$ cat src/rtl/kbd_report_fifo_wb.sv
// kbd_report_fifo_wb: Wishbone-drained FIFO of 32-bit keyboard reports.
// Define KBD_REPORT_LAST_EN to build the LAST report register at address 3.
module kbd_report_fifo_wb #(
   parameter int FIFO_DEPTH = 16
) (
   input  logic        clk,
   input  logic        rst,
   input  logic [1:0]  wb_addr,
   output logic [31:0] wb_rdata,
   input  logic [31:0] wb_wdata,
   input  logic        wb_we,
   input  logic        wb_cyc,
   output logic        wb_ack,
   input  logic [31:0] kbd_rx_data,
   input  logic        kbd_rx_stb
);
   localparam int AW = $clog2(FIFO_DEPTH);
   logic [31:0] mem [FIFO_DEPTH];
   logic [AW-1:0] wr_ptr, rd_ptr;
   logic [AW:0] level;
   logic overflow, acc, empty, full, pop, flush, clr_ovf, push, ovf_set;
   logic [31:0] last, rmux;
   logic unused_wdata;
   assign unused_wdata = ^wb_wdata[31:2];
   assign acc = wb_cyc & ~wb_ack;
   assign empty = level == '0;
   assign full = level == (AW+1)'(FIFO_DEPTH);
   assign pop = acc & ~wb_we & (wb_addr == 2'd0) & ~empty;
   assign flush = acc & wb_we & (wb_addr == 2'd2) & wb_wdata[0];
   assign clr_ovf = acc & wb_we & (wb_addr == 2'd2) & wb_wdata[1];
   // a pop on a full FIFO frees the slot the incoming report takes
   assign push = kbd_rx_stb & ~flush & (~full | pop);
   assign ovf_set = kbd_rx_stb & ~flush & full & ~pop;
   always_comb begin
      rmux = wb_addr == 2'd0 ? (empty ? 32'h0 : mem[rd_ptr]) :
             wb_addr == 2'd1 ? {16'h0, 8'(level), 5'h0, overflow, full, empty} :
             wb_addr == 2'd3 ? last : 32'h0;
   end
`ifdef KBD_REPORT_LAST_EN
   always_ff @(posedge clk) begin
      if (rst) last <= '0;
      else if (kbd_rx_stb) last <= kbd_rx_data;
   end
`else
   assign last = '0;
`endif
   always_ff @(posedge clk) begin
      if (push) mem[wr_ptr] <= kbd_rx_data;
   end
   always_ff @(posedge clk) begin
      if (rst) begin
         wb_ack <= 1'b0;
         wb_rdata <= '0;
         wr_ptr <= '0;
         rd_ptr <= '0;
         level <= '0;
         overflow <= 1'b0;
      end else begin
         wb_ack <= acc;
         wb_rdata <= acc & ~wb_we ? rmux : 32'h0;
         overflow <= ovf_set | (overflow & ~clr_ovf);
         if (flush) begin
            wr_ptr <= '0;
            rd_ptr <= '0;
            level <= '0;
         end else begin
            wr_ptr <= wr_ptr + AW'(push);
            rd_ptr <= rd_ptr + AW'(pop);
            level <= level + (AW+1)'(push) - (AW+1)'(pop);
         end
      end
   end
endmodule

$ cat config.mk
export PLATFORM = sky130hd
export DESIGN_NAME = kbd_report_fifo_wb
export DESIGN_NICKNAME = d
export VERILOG_FILES = /design/src/rtl/kbd_report_fifo_wb.sv
export SDC_FILE = /design/constraint.sdc
export NUM_CORES = 1
export LEC_CHECK = 0
export ABC_AREA = 1
export ABC_CLOCK_PERIOD_IN_PS = 4100
export BUFFER_PORTS_ARGS = -buffer_cell sky130_fd_sc_hd__buf_2
export CAP_MARGIN = 20
export CORE_ASPECT_RATIO = 0.6
export CORE_MARGIN = 5
export CORE_UTILIZATION = 30
export CTS_CLUSTER_DIAMETER = 150
export DETAILED_ROUTE_END_ITERATION = 8
export SETUP_SLACK_MARGIN = 0.1
export SYNTH_ARGS = -nofsm -noshare
export SYNTH_HDL_FRONTEND = slang
export SYNTH_SLANG_ARGS = --single-unit
$ cat constraint.sdc
create_clock -name clk -period 4.1 [get_ports clk]
set_input_delay 0.205 -clock clk [delete_from_list [all_inputs] [get_ports clk]]
set_output_delay 0.205 -clock clk [all_outputs]
set_load 0.05 [all_outputs]
# Word-level counts from Yosys, hierarchy flattened
# Memories as Yosys holds them, arrays and structs flattened. A register that Yosys moved wholly into a read port is not among the register bits.
# Index checks and enable logic that the tools add are counted.
# W data, S select, Z words.
classes:
  n_addsub: 4
  eq_ne: 3
  muxes: 6
  n_bitwise: 23
  reduce_logical: 4
op_table:
  columns: ["cell", "count"]
  rows:
  - ["$mux W32", 2]
  - ["$and A1 B1 Y1", 13]
  - ["$mux W13", 1]
  - ["$add A4 B1 Y4", 2]
  - ["$not A1 Y1", 8]
  - ["$add A5 B1 Y5", 1]
  - ["$eq A5 B5 Y1 const B", 1]
  - ["$logic_not A5 Y1", 1]
  - ["$sub A5 B1 Y5", 1]
  - ["$mux W4", 1]
  - ["$reduce_or A2 Y1", 2]
  - ["$eq A2 B1 Y1 const B", 1]
  - ["$eq A2 B2 Y1 const B", 1]
  - ["$logic_not A2 Y1", 1]
  - ["$mux W1", 2]
  - ["$or A1 B1 Y1", 2]
totals:
  reg_bits: 47
  ram_bits: 512
  in_bits: 71
  mem_count: 1
mem_list:
  columns: ["name", "words", "word_bits", "read_ports", "rd_ports_with_merged_regs", "wr", "line", "source"]
  rows:
  - ["mem", 16, 32, 1, 1, 1, "18", "logic [31:0] mem [FIFO_DEPTH];"]

# Longest topological paths before layout
depth:
  depth_word: 10
  mapped_depth: 16
  depth_no_buf: 16

# Worst setup path after synthesis
# Ideal clock, no wire load.
synth_path:
  path_kind: "reg2reg"
  start: "register wb_ack"
  end: "memory mem[0][0] (enable)"
  setup_time_ps: 421
  arrival_ps: 2708
  setup_slack_ps: 971
  path_stages_with_launch: 9
  path_buffers: 0
  period_less_slack_ps: 3129
  cell_sequence: "dfxtp_1 > inv_1 > nand2_1 > nor2_1 > nand2_1 > nand2_1 > a21oi_1 > nand2_1 > nor2_1"
synth_via:
  elab_chain_len: 10
synth_rtl:
  columns: ["element", "line", "source"]
  rows:
  - ["start, declared", "13", "output logic wb_ack,"]
  - ["start signal, assigned", "52", "wb_ack <= 1'b0;"]
  - ["start signal, assigned", "59", "wb_ack <= acc;"]
  - ["$not A1 Y1 *", "25", "assign acc = wb_cyc & ~wb_ack;"]
  - ["$and A1 B1 Y1 *", "25", null]
  - ["$and A1 B1 Y1 (3 in a row)", "29", "assign flush = acc & wb_we & (wb_addr == 2'd2) & wb_wdata[0];"]
  - ["$not A1 Y1", "32", "assign push = kbd_rx_stb & ~flush & (~full | pop);"]
  - ["$and A1 B1 Y1", "32", null]
  - ["$and A1 B1 Y1 *", "32", null]
  - ["$mux W1 *", "48", "if (push) mem[wr_ptr] <= kbd_rx_data;"]
  - ["$mux W1 (not written as such) *", "48", null]
  - ["end, declared", "18", null]
# Every way passes the cells marked *; elsewhere a longest branch is shown, timed or not.

# Worst setup path after layout
layout_path:
  start: "register level[2]"
  end: "register level[4]"
layout_via:
  elab_chain_len: 7
layout_rtl:
  columns: ["element", "line", "source"]
  rows:
  - ["start, declared", "20", "logic [AW:0] level;"]
  - ["start signal, assigned", "69", "level <= level + (AW+1)'(push) - (AW+1)'(pop);"]
  - ["$logic_not A5 Y1", "26", "assign empty = level == '0;"]
  - ["$not A1 Y1", "28", "assign pop = acc & ~wb_we & (wb_addr == 2'd0) & ~empty;"]
  - ["$and A1 B1 Y1", "28", null]
  - ["$or A1 B1 Y1", "32", null]
  - ["$and A1 B1 Y1", "32", null]
  - ["$add A5 B1 Y5", "69", null]
  - ["$sub A5 B1 Y5 *", "69", null]
# Marks and branches as above.
# A chain may end at the register's enable or synchronous reset.

==> out/metrics.cfg <==
[floorplan]
fp.dieH_um=222.6
rows=77
ioPinCount=104
die-width_um=364.3
coreArea_mm2=0.07418
dieArea_mm2=0.08108
start_util_pct=30.46

[timing]
rsz0062_at_grt=false
fmax_ghz=0.3164
relSlewSlack_pct=32.19
final-setup-viol-count=0
slew_viol_final=0
hold_viol_final=0
worst_slew_pin_slew_ps=1017
period_share_pct=77.09
fin_skew_ps=24.68
finalSetupTns_ps=0
finalCriticalPeriod_ps=3161

[yosys]
yosys.area.top_type_share_pct=68.05
synth_xor_area_share_pct=0.1938
synth-simple-area-share_pct=17.23
syn_nets=2088
synth-compound-area-share_pct=4.563
synthCells=2006
synthTopCellsByArea=edfxtp_1, nand2_1, nand3_1, dfxtp_1, nor2_1
synth.distinct_cells=29
synthAdderAreaFrac_pct=0.6424
synth_top_family_by_area=simple AND/OR/NAND/NOR gates
syn-mean-instance-area_um2=11.26
yosysTopAreaCell=edfxtp_1
yosys_warnings=0
synth_commonest_cells=nand2_1, edfxtp_1, nor2_1
ys_ff_latch=559
synth_mux_area_share_pct=0
synth_edf_count=512
seq_area_frac_synth_pct=72.21
netlist_area_mm2=0.02259
synth.most_common_cell=nand2_1
synthFlopType=edfxtp_1
ys_async_sr_fraction_pct=0

[detailed_routing]
routed_wl_mm=56.34
drc=0
num_vias=14590
route.antenna.remaining_nets=0
wl_per_cell_um=18.10
dr.pass1.iters=6
drt-initial-drc-count=1622
via_per_inst=4.686

[power]
pwr_density_cell_mw_per_mm2=453.7
p_leak_nw=9.616
ir_drop_uv=277.6
p_total_mw=11.78

[cts]
cts-root-buf=clkbuf_16
cts_sinks=559
cts_made_buffers=49
htreeDepth=2
clkTransAtPathRegs_ps=70
cts_tree=yes
clk_latency_ps=590
cts_buffer_depth=3
postCtsSetupBuffers=0

[critical_path]
crit_fanout=5
crit_required_ps=4570
rr_endpoint=level[4]
r2r_slack_ps=940
worstSetupPathType=register to register
crit_arrival_ps=3630
r2r_cells=16
start_kind=register
r2r_start=level[2]
crit_path_end_kind=register

[min_path]
min_to=mem[10][25]
worstHoldPathType=primary input to register
whs_path_depth=1
min-delay-start=kbd_rx_data[25]

[placement]
hpwl_mm=30.86
gp_congestion=0.7940
io_buffers=73

[run_status]
outcome=complete, no violations

[layout]
n_antenna_cell=0
fin_nets=2169
drive_gt1_share_pct=9.172
area_growth_pct=14.89
fillers=7239

[grt]
track_usage_pct=13.72
grt_pass1_wl_mm=85.99
first_global_vias=14130
overflow=0
grt_antenna_before_repair=3
grt_max_degree=187

[run]
drv_cap=0

## metal layers
metal  global-route usage [%]  part of all wire [%]  up-vias
met1                    20.78                    48     7086
li1                         -                     -     6929
met3                    2.665                   7.9       84
met5                        0                 0.023        -
met2                    20.52                    43      485
met4                    2.724                   1.8        2
## flip-flops by register name (all words and copies together) (netlist names)
name / flops
level: 5
mem: 512
rd_ptr: 4
wr_ptr: 4
wb_ack: 1
wb_rdata: 32
overflow: 1
## timing repair
action / in CTS / in global routing
setup endpoints to repair: 0 / 0
hold buffers: 27 / 2
gates resized for setup: 0 / 0
endpoints found under the hold margin: 332 / 1
## placed cells by master (no fill, tap or decap), drive strengths merged, types with 2 or more instances in the layout
master	synthesis	layout
xnor2	3	3
bufinv	0	2
xor2	2	2
clkinv	1	26
clkbuf	33	60
nand4	2	2
ha	10	10
edfxtp	512	512
dfxtp	47	47
nor2	234	234
a21oi	31	31
dlygate4sd3	0	29
nand3	200	200
inv	180	182
o21ai	91	91
nand2	523	523
or2	3	3
buf	74	108
o211ai	53	53
## power by group
part | switching, mW | total [mW] | internal, mW
Combinational | 0.639 | 0.929 | 0.290
Sequential | 0.0672 | 6.47 | 6.41
Clock | 2.05 | 4.37 | 2.32
Total | 2.76 | 11.8 | 9.02
## worst max path at each step
stage / cells after the start / start / endpoint / slack [ps]
after floorplan: 8 / wb_ack / mem[0][0] / 970
after global placement: 16 / level[3] / level[4] / 970
after detailed placement: 16 / level[3] / level[4] / 970
after CTS: 16 / level[3] / level[4] / 960
after global routing: 16 / level[3] / level[4] / 680
final: 16 / level[2] / level[4] / 940
## final cells by class
cell class | count | area, um2 | area share [%]
Clock buffer | 60 | 1267 | 4.883
Sequential cell | 559 | 16320 | 62.88
Clock inverter | 30 | 187.7 | 0.7230
Inverter | 181 | 689.4 | 2.656
Tap cell | 987 | 1235 | 4.757
Multi-Input combinational cell | 1159 | 5240 | 20.19
Timing Repair Buffer | 137 | 1016 | 3.914
## kinds of logic after synthesis
group           count (synthesis)
simple gates                  965
flops                         559
buf+inv                       288
compound gates                178
fa+ha+maj                      11
xor+xnor                        5
## per-stage QoR
step           cells  utilization [%]  instance area, um2  hold WS [ps]  worst slack [ps]
2_1_floorplan   2006                -               22590         274.1             971.0
3_3_place_gp    2993            32.63               24210         448.8             974.0
3_5_place_dp    2993            32.63               24210         441.2             968.1
4_1_cts         3110            34.96               25930         1.188             955.7
5_1_grt         3113            34.99               25960         9.549             681.7
6_report        3113            34.99               25960         24.23             939.1
## worst max-delay path, cell delays in order, from the launching register on
cell	delay, ps
dfxtp_1	350
inv_1	80
ha_1	200
nand2_1	80
nor2_1	60
nand2_1	70
nand2_1	140
a21oi_1	380
inv_1	90
ha_1	300
inv_1	60
ha_1	150
inv_1	70
fa_1	440
o31ai_1	340
a21oi_1	110
o21a_1	130
Note: power is estimated with default switching activity, not from simulation.
